--- config.mk ---
export PLATFORM = sky130hd
export DESIGN_NAME = bcd_timer_ctrl
export DESIGN_NICKNAME = d
export VERILOG_FILES = /design/src/rtl/bcd_timer_ctrl.sv
export SDC_FILE = /design/constraint.sdc
export NUM_CORES = 1
export LEC_CHECK = 0
export BUFFER_PORTS_ARGS = -buffer_cell sky130_fd_sc_hd__buf_4
export CAP_MARGIN = 20
export CORE_MARGIN = 2
export CORE_UTILIZATION = 53
export CTS_CLUSTER_SIZE = 20
export DETAILED_ROUTE_END_ITERATION = 12
export PLACE_DENSITY = 0.93
export SYNTH_ARGS = -nofsm -noshare
export SYNTH_HDL_FRONTEND = slang
export SYNTH_SLANG_ARGS = --single-unit
--- constraint.sdc ---
create_clock -name CLK -period 2.6 [get_ports CLK]
set_input_delay 0.39 -clock CLK [delete_from_list [all_inputs] [get_ports CLK]]
set_output_delay 0.39 -clock CLK [all_outputs]
set_load 0.005 [all_outputs]
--- src/rtl/bcd_timer_ctrl.sv ---
// bcd_timer_ctrl: sequencing controller for a two-digit BCD up/down counter.
// Debounced-level buttons become command pulses; a prescaler paces RUN steps.
module bcd_timer_ctrl #(
   parameter int TICK_DIV     = 4,
   parameter int ALARM_CYCLES = 8
) (
   input  logic       CLK,
   input  logic       RST,
   input  logic       BTN_START,
   input  logic       BTN_DIR,
   input  logic       BTN_CLR,
   input  logic       BTN_LOAD,
   input  logic [3:0] PRE_1,
   input  logic [3:0] PRE_0,
   input  logic [3:0] CNT_1,
   input  logic [3:0] CNT_0,
   output logic       STEP,
   output logic       DIR,
   output logic       CLR,
   output logic       LOAD,
   output logic [3:0] LD_1,
   output logic [3:0] LD_0,
   output logic       RUNNING,
   output logic       ALARM,
   output logic [1:0] STATE
);

   typedef enum logic [1:0] {
      S_IDLE  = 2'd0,
      S_RUN   = 2'd1,
      S_PAUSE = 2'd2,
      S_ALARM = 2'd3
   } state_t;

   localparam int PW = $clog2(TICK_DIV);
   localparam int AW = $clog2(ALARM_CYCLES + 1);
   localparam logic [PW-1:0] PRESC_TOP = PW'(TICK_DIV - 1);
   localparam logic [AW-1:0] ALARM_TOP = AW'(ALARM_CYCLES - 1);

   state_t          state_q, state_d;
   logic [3:0]      btn_q, btn_d;
   logic            step_q, step_d;
   logic            clr_q, clr_d;
   logic            load_q, load_d;
   logic [3:0]      ld1_q, ld1_d;
   logic [3:0]      ld0_q, ld0_d;
   logic            dir_q, dir_d;
   logic            run_q, run_d;
   logic            alm_q, alm_d;
   logic [PW-1:0]   presc_q, presc_d;
   logic [AW-1:0]   acnt_q, acnt_d;

   logic [3:0]      btn_now;
   logic [3:0]      btn_edge;
   logic            at_term;
   logic            edit_ok;

   function automatic logic [3:0] clamp9(input logic [3:0] d);
      return (d > 4'd9) ? 4'd9 : d;
   endfunction

   // Bit order {clr, load, start, dir} matches command priority.
   assign btn_now  = {BTN_CLR, BTN_LOAD, BTN_START, BTN_DIR};
   assign btn_edge = btn_now & ~btn_q;
   assign at_term  = dir_q ? (CNT_1 == 4'd0 && CNT_0 == 4'd0)
                           : (CNT_1 == 4'd9 && CNT_0 == 4'd9);
   assign edit_ok  = (state_q == S_IDLE) || (state_q == S_PAUSE);

   // Command decode, run/alarm sequencing and pulse generation.
   always_comb begin
      state_d = state_q;
      btn_d   = btn_now;
      step_d  = 1'b0;
      clr_d   = 1'b0;
      load_d  = 1'b0;
      ld1_d   = ld1_q;
      ld0_d   = ld0_q;
      dir_d   = dir_q;
      presc_d = presc_q;
      acnt_d  = acnt_q;
      if (btn_edge[3]) begin
         state_d = S_IDLE;
         clr_d   = 1'b1;
         presc_d = '0;
         acnt_d  = '0;
      end else if (btn_edge[2] && edit_ok) begin
         load_d = 1'b1;
         ld1_d  = clamp9(PRE_1);
         ld0_d  = clamp9(PRE_0);
      end else if (btn_edge[1]) begin
         unique case (state_q)
            S_IDLE, S_PAUSE: begin
               state_d = S_RUN;
               presc_d = '0;
            end
            S_RUN:   state_d = S_PAUSE;
            S_ALARM: begin
               state_d = S_IDLE;
               acnt_d  = '0;
            end
            default: state_d = S_IDLE;
         endcase
      end else begin
         if (btn_edge[0] && edit_ok) dir_d = ~dir_q;
         unique case (state_q)
            S_RUN: begin
               if (at_term) begin
                  state_d = S_ALARM;
                  acnt_d  = '0;
               end else if (presc_q == PRESC_TOP) begin
                  step_d  = 1'b1;
                  presc_d = '0;
               end else begin
                  presc_d = presc_q + 1'b1;
               end
            end
            S_ALARM: begin
               if (acnt_q == ALARM_TOP) begin
                  state_d = S_IDLE;
                  acnt_d  = '0;
               end else begin
                  acnt_d = acnt_q + 1'b1;
               end
            end
            default: ;
         endcase
      end
      run_d = (state_d == S_RUN);
      alm_d = (state_d == S_ALARM);
   end

   // State and output registers; buttons reset high so held keys give no edge.
   always_ff @(posedge CLK) begin
      if (RST) begin
         state_q <= S_IDLE;
         btn_q   <= 4'hF;
         step_q  <= 1'b0;
         clr_q   <= 1'b0;
         load_q  <= 1'b0;
         ld1_q   <= 4'd0;
         ld0_q   <= 4'd0;
         dir_q   <= 1'b0;
         run_q   <= 1'b0;
         alm_q   <= 1'b0;
         presc_q <= '0;
         acnt_q  <= '0;
      end else begin
         state_q <= state_d;
         btn_q   <= btn_d;
         step_q  <= step_d;
         clr_q   <= clr_d;
         load_q  <= load_d;
         ld1_q   <= ld1_d;
         ld0_q   <= ld0_d;
         dir_q   <= dir_d;
         run_q   <= run_d;
         alm_q   <= alm_d;
         presc_q <= presc_d;
         acnt_q  <= acnt_d;
      end
   end

   assign STEP    = step_q;
   assign DIR     = dir_q;
   assign CLR     = clr_q;
   assign LOAD    = load_q;
   assign LD_1    = ld1_q;
   assign LD_0    = ld0_q;
   assign RUNNING = run_q;
   assign ALARM   = alm_q;
   assign STATE   = state_q;

endmodule
### Word-level counts from Yosys, hierarchy flattened

Cells that the tools add are included.

* input bits: 22
* logic and storage cells: 76
* output and inout bits: 16
* bits in registers: 26

* order comparisons: 2
* mux-type cells: 23
* equality and inequality tests: 13
* bitwise operators: 7
* add/subtract/negate cells: 2
* reduce and logical (&&, ||, !) cells: 17

Operator list (count)
* $mux 4: 6
* $mux 2: 10
* $reduce_and 4->1: 3
* $eq 2x2->1 const B: 4
* $eq 4x4->1 const B: 2
* $gt 4x4->1 const B: 2
* $logic_not 4->1: 2
* $pmux 4 s2: 1
* $pmux 2 s3: 1
* $reduce_or 6->1: 1
* $not 1->1: 5
* $add 4x1->4 const B: 1
* $and 4x4->4: 1
* $eq 2x1->1 const B: 2
* $eq 4x3->1 const B: 1
* $logic_and 1x1->1: 4
* $mux 1: 4
* $ne 2x1->1 const B: 2
* $not 4->4: 1
* $pmux 2 s2: 1
* $reduce_bool 2->1: 2
* $reduce_or 2->1: 2
* $ne 3x3->1 const B: 1
* $add 2x1->2 const B: 1
* other kinds (4): 4

### Logic depth before layout (Yosys ltp)

* depth in word-level cells: 9
* gate-level depth with buffers: 6
* mapped depth without buffers: 6

### Least setup slack after synthesis

No wires, ideal clock.

* path type: input -> register
* from: input port CNT_1[1]
* to: register acnt_q[2]
* required time: 2477 ps
* setup slack: 868 ps
* buffers on the path: 0
* library setup time: 123 ps
* data arrival time: 1609 ps
* cell stages on the path: 4
* path through: or4_4 or3_4 o311ai_2 a21oi_1

* cells in the longest elaborated chain, start to end: 5
* elaborated cells on any way between the ends: 7
* classes of those cells: 2 x eq/ne; 1 x mux; 4 x reduce/logical

Ends and longest elaborated chain
* start, declared: line 15 `input logic [3:0] CNT_1,`
* $eq 4x4->1 or $logic_not 4->1 (tied branches): line 66, 65
* $logic_and 1x1->1, on equally long branches: line 66, 65
* $mux 1 (*): line 65 `assign at_term = dir_q ? (CNT_1 == 4'd0 && CNT_0 == 4'd0)`
* $ne 3x3->1 (no source line) (*)
* $reduce_and 4->1 (no source line) (*)
* end signal, assigned: line 159 `acnt_q <= acnt_d;`
* end, declared: line 51 `logic [AW-1:0] acnt_q, acnt_d;`

Every way passes the cells marked *; elsewhere a longest branch is shown, timed or not.
A chain may end at the register's enable or synchronous reset.

### Worst setup path after layout

* from: register acnt_q[0]
* to: register acnt_q[3]

* cells in the longest elaborated chain, start to end: 4
* elaborated cells on any way between the ends: 5
* classes of those cells: 1 x add/sub; 1 x eq/ne; 3 x mux

Ends and longest elaborated chain
* $add 4x1->4 or $eq 4x3->1 (tied branches): line 122, 118
* $mux 4 (*): line 118 `if (acnt_q == ALARM_TOP) begin`
* $pmux 4 s2 (*): line 105 `unique case (state_q)`
* $mux 4 (*): line 90 `end else if (btn_edge[1]) begin`

Marked as above.

==> run summary <==
## Outcome
• outcome: finished, final reports clean

## Route
• routed len/inst: 13.2 um
• routed via count: 1141
• number of vias per cell after detailed routing: 5.73
• number of DRC violations after detailed-routing iteration 0: 35
• DRC violations left: 0
• number of antenna-violating nets in the routed design: 0
• detailed-router iteration count before antenna repair: 4
• wire length reported by the detailed router: 2.62 mm

## Timing
• Max Slew Vio Count: 0
• unrepaired setup endpoints after global routing: no
• Slew Limit Headroom: 65.3%
• Min Clock Period, post-route: 1780 ps
• final-layout setup total negative slack: 0 ps
• Max Clk Rate: 562 MHz
• actual transition at the worst max-transition pin: 516 ps
• Final Setup Violations: 0
• period utilisation layout: 68.4%
• Layout Skew: 4.17 ps
• Final Hold Viols: 0
• hold slack: 253 ps
• final critical-path setup slack: 821 ps

## Power
• Combinational Power Share: 11.9%
• part of the total power dissipated in the clock network: 29.1%
• sequential power share: 59.0%
• Peak supply drop: 326 uV
• Net Sw Power: 164 uW
• Sw Share: 23.3%
• leakage power summed over all cells: 0.000597 uW
• internal power: 540 uW
• Power per Cell Area: 466 nW/um^2
• overall power after layout: 704 uW

## Setup path
• largest driver fanout on the critical path: 5
• element type at the critical path start: register
• R2R cell count: 5
• required time at the endpoint of the critical path: 2850 ps
• Worst Setup End Kind: register
• Crit Path Class: register to register
• data arrival time of the critical path: 2030 ps

## CTS
• worst-case clock buffer depth: 2
• Post-CTS Hold Fix Bufs: 0
• total of cells resized after clock tree synthesis: 0
• CTS H-Tree Depth: 1
• latest clock arrival within the worst-skew pair: 320 ps
• number of buffers inserted during clock tree synthesis: 3
• clock transition at the register clock pins on the worst setup and hold paths after CTS: 140 ps
• setup bufs post-CTS: 0
• TritonCTS clock tree: built
• total clock sinks: 26
• clk root buf: sky130_fd_sc_hd__clkbuf_4

## Placed design
• count of buffers from port buffering: 37
• GPL Wtd Cong: 0.870
• Post-DP HPWL: 2.02 mm
• worst slack, placed: 684 ps
• # placed instances: 195

## Floorplan
• floorplan core area: 2150 sq um
• total I/O pin count: 38
• starting density of the core: 54.7%
• die outline area: 2610 sq um
• die span in y: 51.1 um
• row count: 17
• DIE WIDTH: 51.1 um

## Global routing
• via count of the first global-routing pass: 1061
• pin count of the biggest net entering global routing: 20
• wire length of the first global-routing pass: 4.52 mm
• number of antenna violations at the first check in global routing: 0
• remaining global-route overflow: 0
• global routing usage summed across all routing layers: 22.2%

## Synth
• number of nets in the synthesized netlist: 158
• number of cells produced by synthesis: 134
• count of yosys warnings during synthesis: 0
• post-synthesis cell area: 1180 sq um
• library cells used by synthesis: 38
• synthesized area divided by synthesized cell count: 8.78 sq um
• post-synthesis sequential area ratio: 44.3%
• flop and latch count out of synthesis: 26

## Layout
• antenna diode count: 0
• NumNets Final: 196
• non-filler instance count after layout: 199
• fraction of layout cells with a size suffix above 1: 29.2%
• Area growth syn-to-layout: 28.4%

## Worst hold path
• Cells on Worst Hold Path: 2
• type of the most critical hold path: input pin to register

## Job
• max-capacitance violation count: 0

critical path: stages (launching register included):
cell,delay [ps]
sky130_fd_sc_hd__dfxtp_1,370
sky130_fd_sc_hd__ha_1,250
sky130_fd_sc_hd__and3b_1,210
sky130_fd_sc_hd__nor4_1,400
sky130_fd_sc_hd__a41oi_1,200
sky130_fd_sc_hd__a311oi_1,260
power groups by stage:
stage               Combinational, uW  Sequential [uW]  Clock [uW]
floorplan                        38.4              424           0
global placement                 80.3              424           0
detailed placement               83.2              424           0
CTS                              83.6              415         209
global route                     92.9              417         224
finish                           83.9              416         205
Yosys cell counts, drive strengths merged:
| master | number | area share, % |
|---|---|---|
| dfxtp | 26 | 44 |
| nand2 | 16 | 5.1 |
| a21oi | 9 | 3.8 |
| nor2 | 8 | 2.6 |
| nor3 | 7 | 3.0 |
| inv | 5 | 1.6 |
| nand2b | 5 | 2.7 |
| nand3b | 5 | 3.2 |
| clkbuf | 4 | 1.3 |
| nand3 | 4 | 1.7 |
| or2 | 4 | 2.1 |
| or4 | 4 | 2.9 |
| nor2b | 3 | 1.6 |
| nor4 | 3 | 1.6 |
| o2111ai | 3 | 2.2 |
| o211ai | 3 | 1.9 |
| o21a | 3 | 1.9 |
| o21ai | 3 | 1.3 |
| ha | 2 | 2.1 |
| or3 | 2 | 1.5 |
| a211oi | 1 | 0.64 |
| a311oi | 1 | 0.74 |
| a41oi | 1 | 0.74 |
| and3 | 1 | 0.53 |
| and3b | 1 | 0.74 |
| and4b | 1 | 0.85 |
| mux2i | 1 | 1.2 |
| nor4b | 1 | 0.74 |
| o211a | 1 | 0.85 |
| o21bai | 1 | 0.64 |
| o22ai | 1 | 0.53 |
| o2bb2ai | 1 | 0.74 |
| o311ai | 1 | 1.4 |
| o31ai | 1 | 0.64 |
| or3b | 1 | 0.74 |
layout by cell type, fill, tap and decap left out, types with 4 or more instances in the layout:
cell	netlist	routed
sky130_fd_sc_hd__or2_2	4	4
sky130_fd_sc_hd__a21oi_1	9	9
sky130_fd_sc_hd__nand2_1	16	16
sky130_fd_sc_hd__nor2_1	8	8
sky130_fd_sc_hd__buf_4	0	37
sky130_fd_sc_hd__inv_1	5	5
sky130_fd_sc_hd__nand3b_1	5	5
sky130_fd_sc_hd__nor3_1	7	7
sky130_fd_sc_hd__nand3_1	4	4
sky130_fd_sc_hd__nand2b_1	5	5
sky130_fd_sc_hd__dfxtp_1	26	26
state kept, by name, summed over array words and instances, names as in the netlist:
name     count
LD_0         4
LD_1         4
acnt_q       4
btn_q        4
STATE        2
presc_q      2
ALARM        1
CLR          1
DIR          1
LOAD         1
RUNNING      1
STEP         1
metrics by stage:
| step | instance area [sq um] | utilization (%) |
|---|---|---|
| floorplan | 1180 | - |
| global placement | 1470 | 68.6 |
| detailed placement | 1470 | 68.6 |
| CTS | 1510 | 70.3 |
| global route | 1510 | 70.3 |
| finish | 1510 | 70.3 |
area by class of cell:
cell class / instances / area, sq um
Fill cell: 164 / 638
Tap cell: 28 / 35.0
Inverter: 5 / 18.8
Clock buffer: 4 / 36.3
Sequential cell: 26 / 520
Timing Repair Buffer: 37 / 278
Multi-Input combinational cell: 99 / 622
cells by family (layout without fill, tap and decap cells):
logic type               Yosys count  count (layout)  share of synthesized area [%]
AO/OA/AOI/OAI                     30              30                           18.1
adder cells (fa/ha/maj)            2               2                           2.13
buffers and inverters              9              46                           2.87
flip-flops                        26              26                           44.3
multiplexers                       1               1                           1.17
AND/OR/NAND/NOR                   66              66                           31.5
per-layer routing:
layer  global-route usage, %  part of all wire [%]  vias up
li1                        -                     -      563
met1                    28.7                    43      524
met2                    35.5                    48       47
met3                    3.51                   6.4        7
met4                    11.7                   1.8        0
met5                       0                     0        -
final timing paths:
path,startpoint,to,slack (ps)
max,acnt_q[0]$_SDFFE_PP0P_,acnt_q[3]$_SDFFE_PP0P_,820
min,BTN_DIR,btn_q[0]$_SDFF_PP1_,250
max reg2reg,acnt_q[0]$_SDFFE_PP0P_,acnt_q[3]$_SDFFE_PP0P_,820
min reg2reg,LD_1[1]$_SDFFE_PP0P_,LD_1[1]$_SDFFE_PP0P_,460
Power figures use the tool's default switching activity.
